`config.mk`:
```
export PLATFORM = sky130hd
export DESIGN_NAME = scratch_pad_loader
export DESIGN_NICKNAME = d
export VERILOG_FILES = /design/src/rtl/scratch_pad_loader.sv
export SDC_FILE = /design/constraint.sdc
export NUM_CORES = 1
export LEC_CHECK = 0
export CAP_MARGIN = 0
export CORE_ASPECT_RATIO = 0.75
export CORE_MARGIN = 4
export CORE_UTILIZATION = 39
export DETAILED_ROUTE_END_ITERATION = 7
export HOLD_SLACK_MARGIN = 0.02
export PLACE_DENSITY_LB_ADDON = 0.12
export SYNTH_ARGS = -nofsm -noshare
export SYNTH_HDL_FRONTEND = slang
export SYNTH_SLANG_ARGS = --single-unit
```
`constraint.sdc`:
```
create_clock -name clk -period 2.95 [get_ports clk]
set_input_delay 0.4425 -clock clk [delete_from_list [all_inputs] [get_ports clk]]
set_output_delay 0.4425 -clock clk [all_outputs]
set_load 0.02 [all_outputs]
```
`src/rtl/scratch_pad_loader.sv`:
```
// rtl/scratch_pad_loader.sv - streams a block of memory words into a downstream FIFO
//
// Purpose:
//    On a one-cycle start request, reads len consecutive words from a memory
//    with one-cycle read latency, starting at base_addr, and writes them in
//    address order into a FIFO that may apply backpressure through fifo_full.
//    Returning read data lands in a 2-entry skid buffer. A read is only
//    issued when the buffer is guaranteed to have room for it, so no word
//    is ever lost.
//
// Optional feature:
//    SCRATCH_PAD_LOADER_STRIDE_EN - adds a stride input sampled with start.
//    The read address then advances by stride (mod 2^ADDR_WIDTH) per read
//    instead of by 1.
//
// Ports:
//    clk        in   clock, all state changes on the rising edge
//    rstn       in   synchronous active-low reset
//    start      in   one-cycle transfer request, accepted only while idle
//    base_addr  in   first memory address, sampled with start
//    len        in   transfer length in words, sampled with start
//    stride     in   address increment, sampled with start (stride build only)
//    mem_ren    out  memory read strobe
//    mem_addr   out  memory read address, valid while mem_ren=1
//    mem_rdata  in   memory read data, valid one cycle after mem_ren
//    fifo_full  in   downstream FIFO full flag
//    fifo_wen   out  FIFO write enable
//    fifo_din   out  FIFO write data, valid while fifo_wen=1
//    busy       out  high from the cycle after an accepted start until done
//    done       out  one-cycle completion pulse
module scratch_pad_loader #(
   parameter int DATA_WIDTH = 16,
   parameter int ADDR_WIDTH = 8,
   parameter int LEN_WIDTH  = 8
) (
   input  logic                  clk,
   input  logic                  rstn,
   input  logic                  start,
   input  logic [ADDR_WIDTH-1:0] base_addr,
   input  logic [LEN_WIDTH-1:0]  len,
`ifdef SCRATCH_PAD_LOADER_STRIDE_EN
   input  logic [ADDR_WIDTH-1:0] stride,
`endif
   output logic                  mem_ren,
   output logic [ADDR_WIDTH-1:0] mem_addr,
   input  logic [DATA_WIDTH-1:0] mem_rdata,
   input  logic                  fifo_full,
   output logic                  fifo_wen,
   output logic [DATA_WIDTH-1:0] fifo_din,
   output logic                  busy,
   output logic                  done
);

   typedef enum logic [1:0] {
      IDLE  = 2'd0,
      FETCH = 2'd1,
      DRAIN = 2'd2
   } state_t;

   state_t                state_q;
   state_t                state_d;

   logic [ADDR_WIDTH-1:0] addr_q;
   logic [ADDR_WIDTH-1:0] addr_step;
   logic [LEN_WIDTH-1:0]  issue_left_q;
   logic [LEN_WIDTH-1:0]  write_left_q;
   logic                  rd_pend_q;
   logic [DATA_WIDTH-1:0] skid0_q;
   logic [DATA_WIDTH-1:0] skid1_q;
   logic [1:0]            skid_cnt_q;
   logic                  done_q;

   logic                  accept;
   logic                  issue;
   logic                  last_write;
   logic [1:0]            occ_after;

`ifdef SCRATCH_PAD_LOADER_STRIDE_EN
   logic [ADDR_WIDTH-1:0] stride_q;
   assign addr_step = stride_q;
`else
   assign addr_step = ADDR_WIDTH'(1);
`endif

   assign accept = (state_q == IDLE) && start;

   // The head of the skid buffer goes out whenever the FIFO can take it.
   assign fifo_wen = (skid_cnt_q != 2'd0) && !fifo_full;
   assign fifo_din = skid0_q;

   // Words held plus the word landing this cycle, minus the word leaving.
   // Upper bound is 2 (a full buffer with nothing in flight), so 2 bits suffice.
   assign occ_after = skid_cnt_q + {1'b0, rd_pend_q} - {1'b0, fifo_wen};

   // A new read is only issued if its data is guaranteed a free slot when it
   // returns next cycle, even if the FIFO stalls from then on.
   assign issue      = (state_q == FETCH) && (occ_after < 2'd2);
   assign mem_ren    = issue;
   assign mem_addr   = addr_q;
   assign last_write = fifo_wen && (write_left_q == LEN_WIDTH'(1));

   assign busy = (state_q != IDLE);
   assign done = done_q;

   always_comb begin
      state_d = state_q;
      case (state_q)
         IDLE: begin
            if (start && (len != '0)) begin
               state_d = FETCH;
            end
         end
         FETCH: begin
            if (issue && (issue_left_q == LEN_WIDTH'(1))) begin
               state_d = DRAIN;
            end
         end
         DRAIN: begin
            if (last_write) begin
               state_d = IDLE;
            end
         end
         default: state_d = IDLE;
      endcase
   end

   always_ff @(posedge clk) begin
      if (!rstn) begin
         state_q <= IDLE;
      end else begin
         state_q <= state_d;
      end
   end

   // Transfer bookkeeping: address, read and write counters, completion pulse.
   always_ff @(posedge clk) begin
      if (!rstn) begin
         addr_q       <= '0;
         issue_left_q <= '0;
         write_left_q <= '0;
         rd_pend_q    <= 1'b0;
         done_q       <= 1'b0;
`ifdef SCRATCH_PAD_LOADER_STRIDE_EN
         stride_q     <= '0;
`endif
      end else begin
         // A zero-length request completes immediately without leaving IDLE.
         done_q    <= (accept && (len == '0)) || ((state_q == DRAIN) && last_write);
         // Cleared on reset, so data returning for a read issued just before
         // a reset is never captured.
         rd_pend_q <= issue;
         if (accept) begin
            addr_q       <= base_addr;
            issue_left_q <= len;
            write_left_q <= len;
`ifdef SCRATCH_PAD_LOADER_STRIDE_EN
            stride_q     <= stride;
`endif
         end else begin
            if (issue) begin
               addr_q       <= addr_q + addr_step;
               issue_left_q <= issue_left_q - LEN_WIDTH'(1);
            end
            if (fifo_wen) begin
               write_left_q <= write_left_q - LEN_WIDTH'(1);
            end
         end
      end
   end

   // Two-entry skid buffer; skid0_q is always the oldest word. A pop and a
   // push in the same cycle shift and refill without losing either word.
   always_ff @(posedge clk) begin
      if (!rstn) begin
         skid0_q    <= '0;
         skid1_q    <= '0;
         skid_cnt_q <= 2'd0;
      end else begin
         case ({fifo_wen, rd_pend_q})
            2'b01: begin
               if (skid_cnt_q == 2'd0) begin
                  skid0_q <= mem_rdata;
               end else begin
                  skid1_q <= mem_rdata;
               end
               skid_cnt_q <= skid_cnt_q + 2'd1;
            end
            2'b10: begin
               skid0_q    <= skid1_q;
               skid_cnt_q <= skid_cnt_q - 2'd1;
            end
            2'b11: begin
               if (skid_cnt_q == 2'd1) begin
                  skid0_q <= mem_rdata;
               end else begin
                  skid0_q <= skid1_q;
                  skid1_q <= mem_rdata;
               end
            end
            default: begin
               skid_cnt_q <= skid_cnt_q;
            end
         endcase
      end
   end

endmodule
```
## Yosys cells after proc, flatten, opt, wreduce, memory -nomap -nowiden

Index checks and enable logic that the tools add are counted.

| word-level totals | value |
|---|---|
| flip-flop bits (word level) | 62 |
| output and inout port bits | 28 |

| operators by class | value |
|---|---|
| equal/unequal tests | 14 |
| $add $sub $neg | 7 |
| mux-type cells | 17 |
| reductions and logical operators | 24 |
| magnitude comparators | 1 |

Operators with widths:

| cell | count |
|---|---|
| $mux W16 | 4 |
| $mux W8 | 6 |
| $pmux W16 S3 | 1 |
| $pmux W16 S2 | 1 |
| $eq A8 B1 Y1 const B | 2 |
| $sub A8 B1 Y8 const B | 2 |
| $reduce_bool A2 Y1 | 6 |
| $add A8 B1 Y8 const B | 1 |
| $logic_and A1 B1 Y1 | 8 |
| $logic_not A8 Y1 | 1 |
| $ne A2 B2 Y1 const B | 4 |
| $reduce_bool A8 Y1 | 1 |
| $eq A2 B1 Y1 const B | 3 |
| $eq A2 B2 Y1 const B | 3 |
| $mux W2 | 3 |
| $pmux W2 S3 | 1 |
| $reduce_and A3 Y1 | 2 |
| $logic_not A2 Y1 | 2 |
| $ne A2 B1 Y1 const B | 2 |
| $pmux W2 S2 | 1 |
| $reduce_bool A3 Y1 | 1 |
| $add A2 B1 Y2 | 1 |
| $add A2 B1 Y2 const B | 1 |
| $lt A2 B2 Y1 const B | 1 |
| 5 further kinds | 5 |

## Logic depth before layout (Yosys ltp)

Gate-level depths: netlist of run 1.

| depth | value |
|---|---|
| depth in word-level cells | 8 |
| gate-level depth with buffers | 9 |
| depth with buffers taken out | 8 |

## Least setup slack after synthesis of run 1

No wires, ideal clock.

| timing | value |
|---|---|
| path kind | reg2out |
| start point | reg skid_cnt_q[1] |
| end point | out mem_ren |
| arrival time | 1.732 ns |
| cell stages (with the launch flop) | 8 |
| setup slack | 0.775 ns |
| path through | dfxtp_1 > inv_1 > ha_1 > o211a_4 > nor4_4 > nor2_4 > inv_2 > buf_6 |

| on the way | value |
|---|---|
| cells in the longest elaborated chain, start to end | 5 |
| elaborated cells between the ends (all ways) | 6 |
| classes of those cells | add/sub: 2; order compare: 1; reduce/logical: 3 |

Ends and longest elaborated chain:

| item | RTL line | text |
|---|---|---|
| from (decl) | 70 | `logic [1:0] skid_cnt_q;` |
| from (signal assigned) | 186 | `skid_cnt_q <= skid_cnt_q + 2'd1;` |
| from (signal assigned) | 190 | `skid_cnt_q <= skid_cnt_q - 2'd1;` |
| from (signal assigned) | 201 | `skid_cnt_q <= skid_cnt_q;` |
| branches (longest 2 deep; another with $add A2 B1 Y2) | - |  |
| $sub A2 B1 Y2 (*) | 93 | `assign occ_after = skid_cnt_q + {1'b0, rd_pend_q} - {1'b0, fifo_wen};` |
| $lt A2 B2 Y1 (*) | 97 | `assign issue = (state_q == FETCH) && (occ_after < 2'd2);` |
| $logic_and A1 B1 Y1 (*) | 97 |  |
| to (decl) | 44 | `output logic mem_ren,` |

Mark *: on every way between the ends.

## Worst setup path in the final report of run 1

Same ends and word-level chain as after synthesis.

==> metrics.txt, run 1 <==
most frequent cells in the layout=63 x clkdlybuf4s50_1, 60 x dfxtp_1, 47 x nor2_1, 33 x mux2i_1, 25 x nand2_1; Filler Cell Count=689; critical hold path startpoint=skid1_q[2]$_SDFFE_PN0P_; CP max stage cell=clkdlybuf4s50_1; CP delay by family, top=buffers and inverters; Buf/Inv on CP=3; Post-synth ARST share=0%; final worst path period share=a little over nine tenths; Crit Path Max Fanout=6; routing usage on met2=23.3%; met3 GRT Util=approximately 6%; worst slew pin tran=0.775 ns; Synth cell types=54; Sw Pwr=1330 uW; cells on worst reg2reg path=9; final hold violation count=0; Initial Utilization=40.6%; GP Congestion=around 0.84; area of the core=~0.0074 mm^2; CTS tree=done; sw frac=37.6%; Synth area leaders=dfxtp_1 41%, mux2i_1 11%, nor2_1 5.9%, a211oi_1 4.5%, nand2_1 3.1%; flop-to-flop setup slack=0.75 ns; Main synth FF type=dfxtp_1; first-pass GRT wire length=12500 um; Worst VDD drop=412 uV; CP arrival=2.34 ns; number of synthesized flops with an enable pin=0; crit path launch=skid_cnt_q[1]$_SDFFE_PN0P_; post-synthesis register bit count=just over 60; residual DRC count=0; CTS clk-pin slew, worst paths=0.07 ns; DPL Wire Length=5180 um; hold buffers post-CTS=0; Syn. warnings=0; GRT Residual Overflow=0; Slew Limit Headroom=between 40% and 50%; setup TNS=0 ns; static leakage=~0.0014 uW; nets=445; CP endpoint kind=output pin; minimum clock period=2.78 ns; final setup fails=0; power density over the cells=between 800 and 900 mW/mm^2; Max Transition Viols Final=0; area grow syn2layout=32.7%; fmax=0.359 GHz; worst hold path class=flip-flop to flip-flop; Flop pwr share=around a third; RR Endpoint=issue_left_q[7]$_SDFFE_PN0P_; total track usage=between 15 and 20%; clk root buf=clkbuf_8; IO buf count=63; pre-CTS setup slack=0.106 ns; GR Util met1=roughly a quarter; unrepaired setup endpoints after global routing=false; Comb power frac=42.2%; status=completed; Worst EP required=2.51 ns; Worst Setup EP=mem_ren; Crit Path Class=flip-flop to output pin; mapped cell area=just over 0.003 mm^2; routed vias=2636; Synth area leader=dfxtp_1; maximum single-stage delay on the critical path=~0.6 ns; cell depth of the worst setup path=7; Pre-antenna DRT Iters=4; I/O pin cnt=between 60 and 70; Net Count, Synth=378; Post-Synthesis Cells=335; Longest Clk Path Bufs=2; Final Skew=0.0104 ns; die width=110 um; die footprint=approximately 0.009 mm^2; commonest non-fill, non-tap cell in the layout=clkdlybuf4s50_1; H-tree depth=3; initial drt markers=137; Worst-Skew Late Latency=0.35 ns; critical path, cell by cell=inv_1, ha_2, nor4_4, o211a_4, nor2_4, inv_2, clkdlybuf4s50_1; initial antenna violation count=0; max_cap viols=0; Final WS setup=0.166 ns; global route hottest layer=met1; clock sinks=62; Avg Cell Area, Syn=9.00 um^2; drt total wl=7410 um; clock power share=23.7%; Die Y=84.2 um; cell-internal power=2200 uW; register area share after synthesis=between 40% and 50%; share of post-route cells with drive strength above 1=11.3%; Yosys top cell area share=41.2%; # diodes=0; FF-to-FF Start=skid_cnt_q[1]$_SDFFE_PN0P_; vias in the first global route=approximately 2500; largest net degree at the start of global routing=33; vias per cell=between 5 and 6; row count=27; antenna-violating nets left=0; Setup crit start kind=flip-flop; Avg WL per Cell=14.6 um; clock buffer count from CTS=9
## sequential cells by signal, summed over array words and instances (netlist names)
| signal | cells |
|---|---|
| skid_cnt_q | 2 |
| skid1_q | 16 |
| state_q | 2 |
| fifo_din | 16 |
| done | 1 |
| write_left_q | 8 |
| issue_left_q | 8 |
| mem_addr | 8 |
| rd_pend_q | 1 |
## power by group through the flow
stage | logic (uW) | registers (uW) | clock network [uW]
2_1_floorplan | 862 | 1320 | 0
3_3_place_gp | 1470 | 1220 | 0
3_5_place_dp | 1480 | 1220 | 0
4_1_cts | 1500 | 1200 | 872
5_1_grt | 1640 | 1240 | 910
6_report | 1490 | 1200 | 838
## synth_stat cells (2+ instances only)
library cell / number
nor4_1: 8
xor2_1: 2
o211a_4: 2
o21ai_0: 13
nor3_1: 6
inv_2: 2
nand3_1: 11
nor2_1: 47
inv_1: 7
nand2_1: 25
o311ai_1: 2
or3_1: 2
a31oi_1: 6
a32oi_1: 2
nand4_1: 4
a211oi_1: 18
o31ai_1: 3
nor4_4: 2
clkbuf_1: 12
nand4b_1: 2
ha_1: 7
dfxtp_1: 62
o211ai_1: 5
xnor2_1: 8
buf_2: 2
mux2i_1: 33
nor3b_1: 2
buf_6: 2
a21oi_1: 12
buf_1: 2
## how the worst min path moves through the flow
stage                                         to  cells past startpoint
finish                   skid1_q[2]$_SDFFE_PN0P_                      2
global route            fifo_din[3]$_SDFFE_PN0P_                      2
CTS                      skid1_q[2]$_SDFFE_PN0P_                      2
detailed placement       skid1_q[2]$_SDFFE_PN0P_                      2
global placement         skid1_q[4]$_SDFFE_PN0P_                      2
floorplan           write_left_q[2]$_SDFFE_PN0P_                      2
## routing by layer
layer  part of all wire [%]  routed length [um]
met3                    7.7                 569
met5                      0                   0
met1                     49                3600
met4                    1.1                  85
met2                     43                3160
## kinds of logic (layout without fill, tap and decap cells)
| logic type | Yosys count | in the layout | share of synthesized area [%] |
|---|---|---|---|
| flops | 62 | 62 | 41.2 |
| compound gates | 74 | 74 | 17.8 |
| mux | 33 | 33 | 11.0 |
| xor+xnor | 10 | 10 | 2.90 |
| fa+ha+maj | 7 | 7 | 2.90 |
| simple gates | 120 | 120 | 20.0 |
| buf+inv | 29 | 101 | 4.32 |
## area by class of cell
type | count | area [um^2] | share of cell area (%)
Clock buffer | 9 | 124 | 3.09
Multi-Input combinational cell | 244 | 1650 | 41.3
Tap cell | 101 | 126 | 3.16
Timing Repair Buffer | 75 | 721 | 18.0
Sequential cell | 62 | 1240 | 31.1
Clock inverter | 7 | 98.8 | 2.47
Inverter | 10 | 37.5 | 0.938
## repair_timing
| action | 4_1_cts | 5_1_grt |
|---|---|---|
| gates cloned | 0 | 0 |
| endpoints found under the setup margin | 1 | 1 |
| pin swaps | 1 | 0 |
| buffers inserted | 1 | 0 |
| endpoints found under the hold margin | 0 | 0 |
| gates resized for setup | 2 | 1 |
## tightest hold or removal path: cells and delay by family, from the launching register on
kind | cells | cell delay, ns
flops | 1 | 0.33
simple gates | 1 | 0.07
mux | 1 | 0.06
## through the flow
| step | area, um^2 | utilization, % | hold WS (ns) | instances | power (uW) |
|---|---|---|---|---|---|
| after global routing | 4000 | 53.9 | 0.521 | 508 | 3790 |
| after CTS | 4000 | 53.8 | 0.500 | 508 | 3580 |
| after floorplan | 3020 | - | 0.459 | 335 | 2180 |
| final | 4000 | 53.9 | 0.495 | 508 | 3530 |
| after global placement | 3770 | 50.7 | 0.473 | 491 | 2690 |
| after detailed placement | 3770 | 50.7 | 0.479 | 491 | 2700 |
Power figures use the tool's default switching activity.
==> run 2, diff against run 1 <==
REMOVE_ABC_BUFFERS = 1   (was not set)
==> run 2 against run 1 <==
Compared with the run above: via count fell by 0.76%; register-to-register slack improved by 0.08 ns; sequential power barely moved; die area did not move; combinational power barely moved; first-iteration DRC count fell by 19%; maximum frequency barely moved; final cell count did not move; utilization did not move; power fell by 0.53%; critical path depth did not move; hold slack got worse by 0.0021 ns.
==> metrics.txt, run 2 (synthesis gave the netlist of run 1 again) <==
status=completed; Max Transition Viols Final=0; CTS clk-pin slew, worst paths=around 0.070 ns; Setup crit start kind=flip-flop; IO buf count=63; Initial Utilization=40.6%; Worst VDD drop=just over 300 uV; cells on worst reg2reg path=8; flop-to-flop setup slack=0.83 ns; hold buffers post-CTS=0; Filler Cell Count=between 700 and 800; Crit Path Max Fanout=6; final core occ=53.9%; DR top layer=met4; antenna-violating nets left=0; final worst path period share=94.3%; vias per cell=5.15; most frequent cells in the layout=63 x clkdlybuf4s50_1, 60 x dfxtp_1, 47 x nor2_1, 33 x mux2i_1, 25 x nand2_1; Final Skew=a little over 0.01 ns; WHS Endpoint=skid1_q[3]$_SDFFE_PN0P_; total placed cells including tap cells=about 490; die footprint=0.00922 mm^2; critical hold path startpoint=skid1_q[3]$_SDFFE_PN0P_; final setup fails=0; worst slew pin tran=0.664 ns; WL met3=456 um; row count=27; first-pass GRT wire length=12200 um; CTS tree=done; clk root buf=clkbuf_8; worst hold path class=flip-flop to flip-flop; nets=445; static leakage=roughly 0.0014 uW; initial antenna violation count=0; Die Y=84.2 um; # diodes=0; die width=110 um; CP arrival=2.34 ns; total power=3510 uW; share of post-route cells with drive strength above 1=11.3%; largest net degree at the start of global routing=36; Crit Path Class=flip-flop to output pin; clock buffer count from CTS=9; DPL Wire Length=5100 um; I/O pin cnt=between 60 and 70; CP endpoint kind=output pin; vias in the first global route=2551; hold_ws=0.493 ns; area of the core=about 0.0074 mm^2; clock sinks=62; drt total wl=7170 um; WHS Path Cells=2; total track usage=16.7%; Finished Layout Cells=slightly above 500; routed vias=between 2000 and 3000; Slew Limit Headroom=55.6%; RR Endpoint=issue_left_q[1]$_SDFFE_PN0P_; commonest non-fill, non-tap cell in the layout=clkdlybuf4s50_1; wire length on met2=3080 um; met1 wire length=3570 um; H-tree depth=3; residual DRC count=0; minimum clock period=2.78 ns; GRT Residual Overflow=0; Pre-antenna DRT Iters=4; power density over the cells=877 mW/mm^2; Worst-Skew Late Latency=~0.34 ns; Longest Clk Path Bufs=2; Post-CTS Repair Setup Buffers=0; unrepaired setup endpoints after global routing=false; final hold violation count=0; Avg WL per Cell=14.1 um; FF-to-FF Start=skid_cnt_q[1]$_SDFFE_PN0P_; max_cap viols=0; Worst EP required=between 2 and 3 ns; GP Congestion=0.770; fmax=approximately 0.36 GHz; area grow syn2layout=32.7%; initial drt markers=111
==> run 2: worst max path at each step <==
stage	cells past startpoint	start	slack [ns]	endpoint
2_1_floorplan	6	skid_cnt_q[1]$_SDFFE_PN0P_	-0.19	skid1_q[0]$_SDFFE_PN0P_
3_3_place_gp	6	fifo_full	0.21	mem_ren
3_5_place_dp	6	fifo_full	0.19	mem_ren
4_1_cts	7	skid_cnt_q[1]$_SDFFE_PN0P_	0.04	mem_ren
5_1_grt	7	skid_cnt_q[1]$_SDFFE_PN0P_	0.06	mem_ren
6_report	7	skid_cnt_q[1]$_SDFFE_PN0P_	0.17	mem_ren
==> run 2: worst max-delay path: stages, from the launching register on <==
cell,delay (ns)
dfxtp_2,0.38
inv_1,0.10
ha_2,0.24
o211a_4,0.27
nor4_4,0.29
nor2_4,0.06
inv_2,0.06
clkdlybuf4s50_1,0.59
==> run 2: area by class of cell <==
| class | count | area [um^2] | share of cell area (%) |
|---|---|---|---|
| inverters | 10 | 37.5 | 0.938 |
| clock inverters | 7 | 98.8 | 2.47 |
| flip-flops and latches | 62 | 1240 | 31.1 |
| repair buffers | 75 | 721 | 18.0 |
| clock buffers | 9 | 124 | 3.09 |
| well taps | 101 | 126 | 3.16 |
| multi-input cells | 244 | 1650 | 41.3 |
==> run 2: where the power goes <==
part / leakage, uW / internal [uW] / switching, uW / total [uW]
Sequential: 0.000509 / 1040 / 164 / 1200
Clock: 0.000109 / 478 / 349 / 826
Combinational: 0.000771 / 685 / 798 / 1480
==> run 2: what timing repair did <==
action                                  CTS  global route
pin swaps                                 0             0
resized for setup                         1             2
endpoints found under the setup margin    1             1
==> run 2: per-stage QoR <==
step / TNS [ns] / instance area (um^2) / setup WS, ns
6_report: 0 / 4000 / 0.168
3_3_place_gp: 0 / 3770 / 0.212
4_1_cts: 0 / 4000 / 0.0443
5_1_grt: 0 / 4000 / 0.0575
3_5_place_dp: 0 / 3770 / 0.187
2_1_floorplan: -3.03 / 2920 / -0.190
==> run 2: per-layer routing <==
layer | vias to the layer above | global-route usage, %
met5 | - | 0
met3 | 7 | 5.76
met4 | 0 | 4.08
met2 | 75 | 24.2
li1 | 1348 | -
met1 | 1186 | 23.7
==> run 3, diff against run 2 <==
MAX_ROUTING_LAYER = met4   (was not set)
==> run 3 against run 2 <==
Compared with the run above: sequential cell count unchanged; largest cell class unchanged; die area unchanged; critical endpoint unchanged; clock-buffer cell count stayed put.
==> metrics.txt, run 3 (synthesis gave the netlist of run 1 again) <==
clock buffer count from CTS=9; worst slew pin tran=roughly 0.65 ns; die footprint=just over 0.009 mm^2; Storage cell area=roughly 0.0012 mm^2; GP Congestion=slightly below 0.8; vias per cell=around 5.2; unrepaired setup endpoints after global routing=false; vias in the first global route=2552; Comb power frac=a little over two fifths; # diodes=0; Initial Utilization=40.6%; row count=27; Sw Pwr=between 1000 and 1500 uW; CP arrival=2.34 ns; status=completed; Max Transition Viols Final=0; clock power share=23.5%; share of post-route cells with drive strength above 1=11.3%; Avg WL per Cell=14.2 um; cells on worst reg2reg path=8; setup TNS=0 ns; Final Skew=0.0105 ns; initial antenna violation count=0; FF-to-FF Start=skid_cnt_q[1]$_SDFFE_PN0P_; Longest Clk Path Bufs=2; most frequent cells in the layout=63 x clkdlybuf4s50_1, 60 x dfxtp_1, 47 x nor2_1, 33 x mux2i_1, 25 x nand2_1; first-pass GRT wire length=12200 um; DPL Wire Length=5100 um; Worst-Skew Late Latency=0.35 ns; clk root buf=clkbuf_8; nets=445; antenna-violating nets left=0; largest net degree at the start of global routing=36; crit path launch=skid_cnt_q[1]$_SDFFE_PN0P_; Crit Path Class=flip-flop to output pin; total track usage=between 10% and 20%; IO buf count=63; commonest non-fill, non-tap cell in the layout=clkdlybuf4s50_1; initial drt markers=115; CP max stage cell=clkdlybuf4s50_1; I/O pin cnt=64; CTS clk-pin slew, worst paths=0.07 ns; clock sinks=62; Post-CTS Repair Setup Buffers=0; worst hold path class=flip-flop to flip-flop; static leakage=0.00139 uW; area of the core=0.00743 mm^2; flop-to-flop setup slack=0.83 ns; sw frac=37.3%; drt total wl=7200 um; Setup crit start kind=flip-flop; Worst EP required=2.51 ns; hold buffers post-CTS=0; Crit Path Max Fanout=6; routed vias=2643; cell-internal power=2200 uW; critical path, cell by cell=inv_1, ha_2, o211a_4, nor4_4, nor2_4, inv_2, clkdlybuf4s50_1; total power=3510 uW; Filler Cell Count=717; Slew Limit Headroom=56.3%; Worst VDD drop=302 uV; area grow syn2layout=32.7%; Pre-antenna DRT Iters=4; Worst Setup EP=mem_ren; fmax=approximately 0.36 GHz; minimum clock period=approximately 2.8 ns; RR Endpoint=issue_left_q[1]$_SDFFE_PN0P_; residual DRC count=0; multi-input logic area=0.00165 mm^2; final worst path period share=between 90% and 100%; max_cap viols=0; maximum single-stage delay on the critical path=about 0.59 ns; GRT Residual Overflow=0; CTS tree=done; H-tree depth=3; die width=110 um; CP endpoint kind=output pin; final setup fails=0; Flop pwr share=between 30 and 40%; Die Y=84.2 um; power density over the cells=878 mW/mm^2; final hold violation count=0
run 3: per-layer routing:
layer,part of all wire (%),up-vias,wire length [um],track usage (%)
met4,1.4,0,101,5.10
met3,5.8,10,420,5.00
met1,50,1214,3620,23.7
met5,0,-,0,-
met2,43,70,3070,24.2
li1,-,1349,-,-
run 3: worst max-delay path, delay by kind of cell, from the launching register on:
| kind | cells | cell delay, ns |
|---|---|---|
| buffers and inverters | 3 | 0.75 |
| AO/OA/AOI/OAI | 1 | 0.26 |
| flip-flops | 1 | 0.38 |
| adder cells (fa/ha/maj) | 1 | 0.24 |
| AND/OR/NAND/NOR | 2 | 0.36 |
run 3: metrics by stage:
stage / worst slack [ns] / cell area (um^2) / util [%] / hold WS, ns / std cells
after floorplan: -0.190 / 2920 / - / 0.459 / 316
after global placement: 0.212 / 3770 / 50.8 / 0.472 / 492
after detailed placement: 0.187 / 3770 / 50.8 / 0.482 / 492
after CTS: 0.0443 / 4000 / 53.8 / 0.496 / 508
after global routing: 0.0599 / 4000 / 53.9 / 0.528 / 508
final: 0.166 / 4000 / 53.9 / 0.493 / 508
run 3: how the worst min path moves through the flow:
| stage | start | slack, ns | cells after the start | end |
|---|---|---|---|---|
| after floorplan | write_left_q[2]$_SDFFE_PN0P_ | 0.46 | 2 | write_left_q[2]$_SDFFE_PN0P_ |
| after CTS | write_left_q[2]$_SDFFE_PN0P_ | 0.50 | 2 | write_left_q[2]$_SDFFE_PN0P_ |
| after global routing | skid1_q[3]$_SDFFE_PN0P_ | 0.53 | 2 | skid1_q[3]$_SDFFE_PN0P_ |
| after detailed placement | write_left_q[2]$_SDFFE_PN0P_ | 0.48 | 2 | write_left_q[2]$_SDFFE_PN0P_ |
| final | skid1_q[3]$_SDFFE_PN0P_ | 0.49 | 2 | skid1_q[3]$_SDFFE_PN0P_ |
| after global placement | skid1_q[9]$_SDFFE_PN0P_ | 0.47 | 2 | skid1_q[9]$_SDFFE_PN0P_ |
run 3: power groups by stage:
| stage | clock (uW) | sequential, uW | combinational [uW] |
|---|---|---|---|
| after floorplan | 0 | 1330 | 808 |
| after global placement | 0 | 1220 | 1480 |
| after detailed placement | 0 | 1220 | 1490 |
| after CTS | 848 | 1200 | 1500 |
| after global routing | 882 | 1240 | 1650 |
| final | 827 | 1200 | 1480 |
run 3: timing repair:
action | CTS | global route
gates resized for setup | 1 | 2
cloned | 0 | 0
setup endpoints to repair | 1 | 1
run 3: cell type report:
| cell class | count | share of cell area [%] |
|---|---|---|
| Clock buffer | 9 | 3.09 |
| Clock inverter | 7 | 2.47 |
| Inverter | 10 | 0.938 |
| Multi-Input combinational cell | 244 | 41.3 |
| Sequential cell | 62 | 31.1 |
| Tap cell | 101 | 3.16 |
| Timing Repair Buffer | 75 | 18.0 |
